===== config.mk =====
export PLATFORM = sky130hd
export DESIGN_NAME = complete_arbiter
export DESIGN_NICKNAME = d
export VERILOG_FILES = /design/src/rtl/complete_arbiter.sv
export SDC_FILE = /design/constraint.sdc
export NUM_CORES = 1
export LEC_CHECK = 0
export ABC_AREA = 0
export CORE_MARGIN = 2
export CORE_UTILIZATION = 58
export DETAILED_ROUTE_END_ITERATION = 10
export GPL_ROUTABILITY_DRIVEN = 0
export PLACE_DENSITY = 0.89
export SKIP_LAST_GASP = 1
export SLEW_MARGIN = 15
export SYNTH_ARGS = -nofsm -noshare
export SYNTH_HDL_FRONTEND = slang
export SYNTH_SLANG_ARGS = --single-unit

===== constraint.sdc =====
create_clock -name clk -period 7.4 [get_ports clk]
set_input_delay 2.22 -clock clk [delete_from_list [all_inputs] [get_ports clk]]
set_output_delay 2.22 -clock clk [all_outputs]
set_load 0.01 [all_outputs]

===== src/rtl/complete_arbiter.sv =====
`default_nettype none
// ============================================================================
// Module      : complete_arbiter
// Description : Per-pipe 2-entry completion FIFOs drained round-robin onto a
//               registered single-completion-per-cycle broadcast bus.
// Revision    : 1.0 - initial release
// ============================================================================
module complete_arbiter #(
    parameter int p_num_pipes      = 2,
    parameter int p_num_phys_regs  = 36,
    parameter int p_seq_num_bits   = 5,
    parameter int p_phys_addr_bits = $clog2(p_num_phys_regs)
) (
    input  logic                        clk,
    input  logic                        rst,
    input  logic [p_phys_addr_bits-1:0] pipe_preg    [p_num_pipes],
    input  logic [4:0]                  pipe_areg    [p_num_pipes],
    input  logic [p_seq_num_bits-1:0]   pipe_seq_num [p_num_pipes],
    input  logic [31:0]                 pipe_wdata   [p_num_pipes],
    input  logic                        pipe_wen     [p_num_pipes],
    input  logic                        pipe_en      [p_num_pipes],
    output logic                        pipe_rdy     [p_num_pipes],
    output logic                        complete_val,
    output logic [p_phys_addr_bits-1:0] complete_preg,
    output logic [4:0]                  complete_areg,
    output logic [p_seq_num_bits-1:0]   complete_seq_num,
    output logic [31:0]                 complete_wdata,
    output logic                        complete_wen
);

    localparam int c_ptr_bits   = $clog2(p_num_pipes);
    localparam int c_entry_bits = p_phys_addr_bits + 5 + p_seq_num_bits + 32 + 1;

    logic [1:0]              fifo_count [p_num_pipes];
    logic [c_entry_bits-1:0] fifo_head  [p_num_pipes];
    logic [c_ptr_bits-1:0]   ptr;
    logic [c_ptr_bits-1:0]   grant_idx;
    logic                    grant_val;

    generate
        for (genvar i = 0; i < p_num_pipes; i++) begin : g_fifo
            logic [c_entry_bits-1:0] mem [2];
            logic                    rd_ptr;
            logic                    wr_ptr;
            logic [1:0]              count;
            logic                    push;
            logic                    pop;

            // A write into a full FIFO is dropped rather than corrupting the head.
            assign push = pipe_en[i] && (count != 2'd2);
            assign pop  = grant_val && (grant_idx == c_ptr_bits'(i));

            always_ff @(posedge clk) begin
                if (push) begin
                    mem[wr_ptr] <= {pipe_preg[i], pipe_areg[i], pipe_seq_num[i],
                                    pipe_wdata[i], pipe_wen[i]};
                end
            end

            always_ff @(posedge clk or negedge rst) begin
                if (!rst) begin
                    count  <= 2'd0;
                    rd_ptr <= 1'b0;
                    wr_ptr <= 1'b0;
                end else begin
                    if (push) wr_ptr <= ~wr_ptr;
                    if (pop)  rd_ptr <= ~rd_ptr;
                    count <= count + {1'b0, push} - {1'b0, pop};
                end
            end

            assign fifo_count[i] = count;
            assign fifo_head[i]  = mem[rd_ptr];
            assign pipe_rdy[i]   = (count != 2'd2);
        end
    endgenerate

    // Scan pipes starting at ptr; the first non-empty one wins.
    always_comb begin
        int                    idx;
        logic [c_ptr_bits-1:0] idx_b;
        grant_val = 1'b0;
        grant_idx = '0;
        idx       = 0;
        idx_b     = '0;
        for (int k = 0; k < p_num_pipes; k++) begin
            idx   = (int'(ptr) + k) % p_num_pipes;
            idx_b = c_ptr_bits'(idx);
            if (!grant_val && (fifo_count[idx_b] != 2'd0)) begin
                grant_val = 1'b1;
                grant_idx = idx_b;
            end
        end
    end

    always_ff @(posedge clk or negedge rst) begin
        if (!rst) begin
            ptr <= '0;
        end else if (grant_val) begin
            ptr <= (grant_idx == c_ptr_bits'(p_num_pipes - 1)) ? '0
                                                                : grant_idx + c_ptr_bits'(1);
        end
    end

    always_ff @(posedge clk or negedge rst) begin
        if (!rst) begin
            complete_val     <= 1'b0;
            complete_preg    <= '0;
            complete_areg    <= '0;
            complete_seq_num <= '0;
            complete_wdata   <= '0;
            complete_wen     <= 1'b0;
        end else begin
            complete_val <= grant_val;
            if (grant_val) begin
                {complete_preg, complete_areg, complete_seq_num,
                 complete_wdata, complete_wen} <= fifo_head[grant_idx];
            end
        end
    end

endmodule
`default_nettype wire


==> results of run 1 <==
[worst paths after layout]
check                                   start                 end  slack (ps)  cells past startpoint
setup / recovery           g_fifo[1].count[0]         pipe_rdy[0]        3370                      2
hold / removal               g_fifo[0].wr_ptr    g_fifo[0].wr_ptr         590                      1
setup reg to reg           g_fifo[0].count[1]  g_fifo[1].count[1]        4220                      8
hold reg to reg              g_fifo[0].wr_ptr    g_fifo[0].wr_ptr         590                      1
max in group asynchronous                 rst    g_fifo[1].rd_ptr        4860                      2
min in group asynchronous                 rst   complete_wdata[4]        1890                      2
[cell families after synthesis]
| group | Yosys count |
|---|---|
| simple gates | 109 |
| flops | 255 |
| buf+inv | 43 |
| xor+xnor | 8 |
| compound gates | 53 |
| fa+ha+maj | 4 |
| mux | 98 |
[sequential cells by signal, indices dropped and copies added (netlist names)]
signal / cells
complete_wen: 1
complete_preg: 6
g_fifo.mem: 196
g_fifo.count: 4
g_fifo.wr_ptr: 2
complete_val: 1
complete_wdata: 32
complete_seq_num: 5
g_fifo.rd_ptr: 2
ptr: 1
complete_areg: 5
[report_power, final]
group	switching, mW	internal (mW)
Combinational	1.01	0.930
Clock	0.515	0.723
Sequential	0.261	2.02
[layout make-up]
class | count | area [µm²]
clock buffer | 29 | 640.6
clock inverter | 16 | 152.6
fill | 971 | 4623
inverter | 3 | 11.26
multi-input combinational | 272 | 2469
sequential | 255 | 7367
tap | 225 | 281.5
timing repair buffer | 159 | 1572
[routing by layer]
layer / vias up / track usage [%]
met5: - / 0
met4: 0 / 9.838
met3: 66 / 4.003
met2: 268 / 40.01
met1: 2890 / 31.44
li1: 2496 / -
[Yosys cell counts, drive strengths merged (3+ instances only)]
cell type and instances:
a311oi 49, buf 28, clkbuf 12, dfrtp 59, edfxtp 196, ha 4
inv 3, mux2 49, mux2i 49, nor2 52, nor3 49, xnor2 7
[critical path, delay by kind of cell (launching register included)]
family	cells	cell delay, ps
buffers and inverters	1	570
DFF	1	480
and+or+nand+nor	1	240
[layout by cell type (no fill, tap or decap), types with 2 or more instances in the layout]
| cell | n |
|---|---|
| clkinv_2 | 11 |
| and3_4 | 2 |
| edfxtp_1 | 196 |
| buf_4 | 6 |
| nor2_1 | 49 |
| clkbuf_16 | 25 |
| nand2b_1 | 2 |
| nand2_1 | 2 |
| nor2_4 | 3 |
| bufinv_16 | 3 |
| nor3_1 | 49 |
| clkinv_1 | 2 |
| inv_1 | 3 |
| dfrtp_1 | 57 |
| a311oi_2 | 49 |
| clkbuf_1 | 4 |
| clkdlybuf4s50_1 | 152 |
| xnor2_1 | 7 |
| ha_1 | 4 |
| mux2i_1 | 49 |
| mux2_2 | 49 |
==> impl_metrics.csv, run 1 <==
group,metric,value,unit
placed_design,placed_cell_area,11680,µm²
synth,muxShareOfSynthArea,10.36,%
min_path,hold_path_class,"reg2reg",
global_routing,globalRouteTotalUtil,23.90,%
layout,stdcell_area,12490,µm²
placed_design,dp_slack,3124,ps
drt,wl_met2,11.08,mm
setup_path,cp.arrival,1810,ps
synth,yosys.area_share.adder,0.4976,%
setup_path,path_max_fanout,5,
synth,ys_types,23,
cts,post_cts.repair.setup_buffers,0,
layout,diodes,0,
synth,ys_warn_count,0,
synth,synth_flop_cell,"edfxtp_1",
synth,async_flop_share,23.14,%
cts,h-tree-depth,1,
setup_path,critPathMaxStageDelay,570,ps
cts,cts_resized,0,
sta,drv_slew,0,
drt,drc,0,
layout,final_cells,959,
synth,synth_compound_area_share,7.701,%
layout,areaGrowthSynthToFinish,24.22,%
sta,fin_tns_setup,0,ps
sta,max_freq,248.4,MHz
synth,ys_seq_area_share,73.20,%
global_routing,grt_pass1_vias,6108,
sta,hold-worst-slack,585.1,ps
floorplan,die_area,18410,µm²
drt,drtIter0Drc,565,
placed_design,hpwlAfterDp,13.06,mm
synth,syn_avg_cell_area,17.64,µm²
synth,synth_edf_count,196,
setup_path,worstPathRequired,5180,ps
synth,synth_xor_area_share,0.6967,%
drt,drt_pre_antenna_iters,5,
power_and_ir_drop,p_leak,4.403,nW
placed_design,dp.cells,914,
sta,tightest_slew,961.7,ps
layout,layout.nets,822,
synth,syn_nets,676,
setup_path,critPathSlowestCell,"clkdlybuf4s50_1",
sta,timing.final.hold_violations,0,
drt,wl_met3,1.489,mm
cts,clkLatencyLatePin,510,ps
sta,setup_slack,3374,ps
floorplan,rows,48,
cts,root_buffer,"clkbuf_16",
power_and_ir_drop,power.total,5.464,mW
sta,finalSetupViolations,0,
setup_path,worst_setup_path_start_kind,"flip-flop",
drt,via_per_inst,5.965,
synth,ys_top_cells_by_area,"edfxtp_1, dfrtp_1, a311oi_2, mux2_2, mux2i_1",
floorplan,die_x,135.7,µm
cts,path_clk_slew,60,ps
global_routing,grt_pass1_wl,33.45,mm
floorplan,core_area,17120,µm²
synth,synth_top_area_share,58.52,%
synth,synthesis.area,10060,µm²
placed_design,portBuffers,153,
floorplan,io_pins,154,
cts,cts_tree,"done",
sta,rsz0062_at_grt,"no",
drt,top_layer,"met4",
status,outcome,"finished clean",
global_routing,antenna_found_initial,0,
floorplan,initial_core_util,58.76,%
setup_path,cp_cell_sequence,"nand2b_1 -> clkdlybuf4s50_1",
sta,clock-skew-final,12.72,ps
synth,synth-seq-cells,255,
layout,drive_above_1_share,21.12,%
cts,clk_path_buf_depth,3,
synth,synthCells,570,
synth,yosys.area_share.simple,4.840,%
flow_run,cap_violations,0,
layout,final_util,72.99,%
global_routing,grt_max_degree,60,
drt,vias,5720,
drt,wl_met1,8.687,mm
drt,postRouteWirelength,22.09,mm
cts,cts_buffers,25,
power_and_ir_drop,irDropWorstVdd,0.3431,mV
power_and_ir_drop,power_density,437.4,nW/µm²
sta,timing.final.crit_share,54.41,%
sta,fin_crit,4026,ps
setup_path,critPathCaptureType,"output pin",
synth,yosysTopAreaCell,"edfxtp_1",
cts,cts_sinks,255,
global_routing,grt_overflow_total,0,
setup_path,critPathKind,"reg2out",
sta,maxSlewHeadroom,35.89,%
drt,wl_per_cell,23.03,µm
drt,route.antenna.remaining_nets,0,
floorplan,die_h,135.7,µm
synth,synth_top_family_by_area,"multiplexers",
cts,ctsHoldBuffers,0,
Note: power is estimated with default switching activity, not from simulation.
==> inputs of run 2 (changes only) <==
Settings changed: CORE_UTILIZATION 58 to 49, PLACE_DENSITY 0.89 to 0.8.
Clock period 7.4 ns to 3.5 ns, I/O delays scaled along.
==> run 2 against run 1 <==
Sequential cell count stayed put. Critical endpoint is now pipe_rdy[1]. Global-route usage is 5.2 points lower. Die area rose by 18%. Largest power group unchanged. Combinational power grew 110%.
==> impl_metrics.csv, run 2 (synthesis gave the netlist of run 1 again) <==
group,metric,value,unit
status,outcome,"finished clean",
sta,rsz0062_at_grt,"no",
setup_path,critPathSlowestCell,"clkdlybuf4s50_1",
global_routing,grt_pass1_vias,5796,
layout,reg_top3,"g_fifo.mem (196), complete_wdata (32), complete_preg (6)",
power_and_ir_drop,p_leak,4.451,nW
drt,via_per_inst,5.418,
cts,clk_path_buf_depth,3,
sta,maxSlewHeadroom,38.90,%
sta,drv_slew,0,
cts,clkLatencyLatePin,530,ps
setup_path,worstPathRequired,2450,ps
setup_path,cp_top_family,"buffers and inverters",
floorplan,io_pins,154,
cts,post_cts.repair.setup_buffers,0,
global_routing,grt_overflow_total,0,
layout,regMostFlops,"g_fifo.mem",
drt,vias,5483,
setup_path,worst_setup_path_start_kind,"flip-flop",
setup_path,cp_cell_sequence,"nand2b_1 -> clkdlybuf4s50_1",
cts,cts_resized,0,
global_routing,globalRouteTotalUtil,18.69,%
layout,final_cell_mix,"edfxtp_1, clkdlybuf4s50_1, dfrtp_1",
min_path,min_from,"g_fifo[0].wr_ptr",
min_path,hold_path_end,"g_fifo[0].wr_ptr",
drt,wl_per_cell,19.83,µm
cts,path_clk_slew,60,ps
cts,cts_buffers,26,
setup_path,cp.arrival,1730,ps
placed_design,portBuffers,153,
drt,drt_pre_antenna_iters,6,
placed_design,hpwlAfterDp,12.88,mm
setup_path,worstReg2RegEnd,"g_fifo[0].count[1]",
floorplan,die_area,21690,µm²
setup_path,r2r_setup_slack,1140,ps
layout,final_common_cell,"edfxtp_1",
sta,max_freq,360.2,MHz
global_routing,grt_pass1_wl,31.49,mm
drt,route.antenna.remaining_nets,0,
cts,h-tree-depth,1,
setup_path,path_max_fanout,5,
floorplan,core_area,20170,µm²
layout,diodes,0,
setup_path,path_buf_inv,1,
setup_path,r2r_cells,7,
setup_path,r2r_start,"g_fifo[0].count[1]",
floorplan,die_x,147.3,µm
layout,drive_above_1_share,21.29,%
global_routing,grt_max_degree,62,
min_path,hold_depth,1,
cts,root_buffer,"clkbuf_16",
layout,largest_reg_flops,196,
power_and_ir_drop,power_density,906.4,nW/µm²
layout,layout.nets,828,
floorplan,die_h,147.3,µm
sta,finalSetupViolations,0,
sta,tightest_slew,916.5,ps
floorplan,initial_core_util,49.86,%
sta,timing.final.crit_share,79.32,%
layout,final_util,62.79,%
setup_path,critPathKind,"reg2out",
sta,fin_tns_setup,0,ps
global_routing,antenna_found_initial,0,
drt,drtIter0Drc,360,
drt,postRouteWirelength,20.07,mm
min_path,hold_path_class,"reg2reg",
setup_path,critPathCaptureType,"output pin",
sta,clock-skew-final,27.89,ps
cts,cts_tree,"done",
power_and_ir_drop,irDropWorstVdd,0.4679,mV
cts,cts_sinks,255,
drt,drc,0,
sta,timing.final.hold_violations,0,
setup_path,critPathMaxStageDelay,570,ps
layout,areaGrowthSynthToFinish,25.93,%
flow_run,cap_violations,0,
cts,ctsHoldBuffers,0,
floorplan,rows,52,
sta,fin_crit,2776,ps
[run 2: cell count changes in the layout (fill, tap and decap cells not counted), moves of 2 or more]
cell	before	now
clkinv_2	11	5
buf_12	0	4
clkbuf_8	0	3
clkinv_1	2	5
and3_2	0	2
and3_4	2	0
clkbuf_1	4	6
[run 2: per-stage QoR]
stage | worst slack (ps) | power [mW] | hold WS, ps | area (µm²) | std cells
floorplan | 655.9 | 7.536 | 478.8 | 10060 | 570
global placement | 963.5 | 8.763 | 494.8 | 11830 | 964
detailed placement | 923.4 | 8.952 | 546.2 | 11830 | 964
CTS | 705.8 | 11.62 | 558.4 | 12660 | 1012
global route | 644.4 | 12.07 | 568.7 | 12660 | 1012
finish | 723.9 | 11.48 | 561.7 | 12660 | 1012
[run 2: final cells by class]
cell class	count	area (µm²)
Fill cell	1456	7505
Sequential cell	255	7367
Multi-Input combinational cell	272	2455
Timing Repair Buffer	164	1659
Clock buffer	35	714.4
Tap cell	270	337.8
Clock inverter	13	120.1
Inverter	3	11.26
[run 2: per-layer routing]
layer,vias to the layer above,GRT usage [%],share of wire [%]
met5,-,0,0
met2,185,32.48,51
met4,0,4.375,2.2
met3,31,3.696,6.1
li1,2515,-,-
met1,2752,24.50,41
[run 2: worst max-delay path by stage]
| stage | start | end | slack (ps) | cells after the start |
|---|---|---|---|---|
| detailed placement | pipe_en[0] | g_fifo[1].count[1] | 920 | 7 |
| floorplan | pipe_en[1] | g_fifo[0].mem[0][0] | 660 | 2 |
| global placement | pipe_en[1] | g_fifo[0].count[1] | 960 | 7 |
| CTS | g_fifo[0].count[0] | pipe_rdy[1] | 710 | 2 |
| global route | g_fifo[1].count[0] | pipe_rdy[0] | 640 | 2 |
| finish | g_fifo[0].count[0] | pipe_rdy[1] | 720 | 2 |
[run 2: where the power goes]
| part | leakage, nW | switching [mW] | total [mW] | internal (mW) |
|---|---|---|---|---|
| clock | 0.412 | 1.07 | 2.64 | 1.57 |
| combinational | 1.55 | 1.95 | 3.98 | 2.02 |
| sequential | 2.49 | 0.591 | 4.86 | 4.27 |
==> variant: new RTL, flow settings as in run 2 <==
The parameter `p_num_phys_regs` goes from 36 to 72.
--- a/src/rtl/complete_arbiter.sv
+++ b/src/rtl/complete_arbiter.sv
@@ -9,3 +9,3 @@
     parameter int p_num_pipes      = 2,
-    parameter int p_num_phys_regs  = 36,
+    parameter int p_num_phys_regs  = 72,
     parameter int p_seq_num_bits   = 5,
Ports: changed (resized complete_preg and pipe_preg); port bits go from 154 to 157. No check against the original RTL was run, so the function may have changed too.
==> variant against run 2 <==
- core utilization rose by 0.65 points
- sequential power increased by 2%
- final cell count up 1.6%
- sequential cell count is 5 higher
- final area up 2.0%
- synthesized area up 1.7%
- total power grew 3.5%
- die area grew 1.7%
- wire length rose by 10%
- setup slack better by 0.0077 ns
- largest cell class unchanged
==> variant: results (changes against run 2) <==
Input/output buffers = 156 (was 153)
Nets@finish = 845 (was 828)
First drt pass iteration count = 4 (was 6)
Final critical-path required period = 2.77 ns (was 2.78 ns)
Total number of vias = 5738 (was 5483)
Number of DRC markers in iteration 0 = 305 (was 360)
Delay contributed by the slowest stage of the critical path = 0.55 ns (was 0.57 ns)
Peak supply drop = 0.000510 V (was 0.000468 V)
Setup slack at placement = 0.723 ns (was 0.923 ns)
Worst reg2reg startpoint = g_fifo[1].count[1] (was g_fifo[0].count[1])
Class of the worst hold path = flip-flop to flip-flop (unchanged)
Most used standard cells in the synthesized netlist = 200 x sky130_fd_sc_hd__edfxtp_1, 60 x sky130_fd_sc_hd__dfrtp_1, 53 x sky130_fd_sc_hd__nor2_1 (was 196 x sky130_fd_sc_hd__edfxtp_1, 59 x sky130_fd_sc_hd__dfrtp_1, 52 x sky130_fd_sc_hd__nor2_1)
Total nets after synthesis = 688 (was 676)
Number of antenna violations at the first check in global routing = 1 (was 0)
Maximum number of pins on one net before global-route repair = 61 (was 62)
Transition at the pin with the smallest max-transition slack = 0.938 ns (was 0.917 ns)
WL final = 22100 um (was 20100 um)
DP Area = 0.0120 mm^2 (was 0.0118 mm^2)
Wire length of the first global-routing pass = 34000 um (was 31500 um)
Leakage Power = 4.55 nW (was 4.45 nW)
Vias in the first global route = 6067 (was 5796)
Hold Fails Final Rpt = 0 (unchanged)
Top area cells in the synthesized netlist = sky130_fd_sc_hd__edfxtp_1 59%, sky130_fd_sc_hd__dfrtp_1 15%, sky130_fd_sc_hd__a311oi_2 7.2% (was sky130_fd_sc_hd__edfxtp_1 59%, sky130_fd_sc_hd__dfrtp_1 15%, sky130_fd_sc_hd__a311oi_2 7.3%)
Launch point of the worst hold path = ptr (was g_fifo[0].wr_ptr)
Clock tree skew after final layout = 0.0185 ns (was 0.0279 ns)
Total routing resource utilization after global routing = 20.1% (was 18.7%)
Library cells used by synthesis = 25 (was 23)
Async set-or-reset flop fraction in the synthesized netlist = 23.1% (about the same)
Status = complete, no violations (unchanged)
Endpoint of the worst-slack reg-to-reg timing path = g_fifo[0].count[1] (unchanged)
Post-detailed-placement half-perimeter wirelength = 14400 um (was 12900 um)
Clock latency of the later-clocked register in the worst-skew pair = 0.52 ns
Number of synthesized flops with an enable pin = 200 (was 196)
Worst R2R Setup Slack = 1.07 ns (was 1.14 ns)
Worst hold slack = 0.516 ns (was 0.562 ns)
Fraction of final layout cells sized beyond drive strength 1 = 21.5% (was 21.3%)
Largest regs = g_fifo.mem: 200 flops, complete_wdata: 32 flops, complete_preg: 7 flops (was g_fifo.mem: 196 flops, complete_wdata: 32 flops, complete_preg: 6 flops)
Hold Crit Endpoint = ptr (was g_fifo[0].wr_ptr)
Proportion of synthesized chip area in sequential cells = 73.4% (was 73.2%)
-- variant: report_power, final --
group	internal [W]	switching (W)	leakage, nW
clock network	0.00169	0.00110	0.431
registers	0.00435	0.000602	2.54
logic	0.00205	0.00208	1.58
-- variant: layout make-up --
class / instances / area [um^2]
antenna: 1 / 2.50
clock buffer: 34 / 732
clock inverter: 14 / 143
fill: 1387 / 7450
inverter: 3 / 11.3
multi-input combinational: 277 / 2490
sequential: 260 / 7510
tap: 270 / 338
timing repair buffer: 169 / 1690
-- variant: cell families after synthesis --
group / after synthesis / synth area share, %
AOI/OAI and AO/OA: 54 / 7.58
buffers and inverters: 43 / 2.59
adders and majority gates: 4 / 0.489
muxes: 100 / 10.4
xor gates and xnor gates: 8 / 0.685
and+or+nand+nor: 111 / 4.88
DFF: 260 / 73.4
-- variant: metrics by stage --
stage               total power, W  instances  utilization [%]
CTS                         0.0120       1027             63.4
detailed placement         0.00918        979             59.1
global placement           0.00897        979             59.1
global route                0.0125       1027             63.4
floorplan                  0.00766        580                -
finish                      0.0119       1028             63.4
-- variant: worst max path at each step --
| stage | startpoint | to | depth (start not counted) |
|---|---|---|---|
| floorplan | pipe_en[1] | g_fifo[0].mem[0][0] | 2 |
| detailed placement | pipe_en[0] | g_fifo[1].mem[0][6] | 4 |
| CTS | g_fifo[1].count[0] | pipe_rdy[0] | 2 |
| global route | g_fifo[1].count[0] | pipe_rdy[0] | 2 |
| finish | g_fifo[1].count[0] | pipe_rdy[0] | 2 |
| global placement | pipe_en[1] | g_fifo[0].mem[1][20] | 3 |
-- variant: worst max-delay path: cells and delay by family (launching register included) --
kind                   cells  cell delay (ns)
and+or+nand+nor            1             0.19
buffers and inverters      1             0.55
DFF                        1             0.45
-- variant: metal layers --
layer	share of wire, %	global-route usage (%)
met2	50	34.4
met4	1.9	4.57
met3	6.6	3.53
met5	0	0
met1	41	27.1
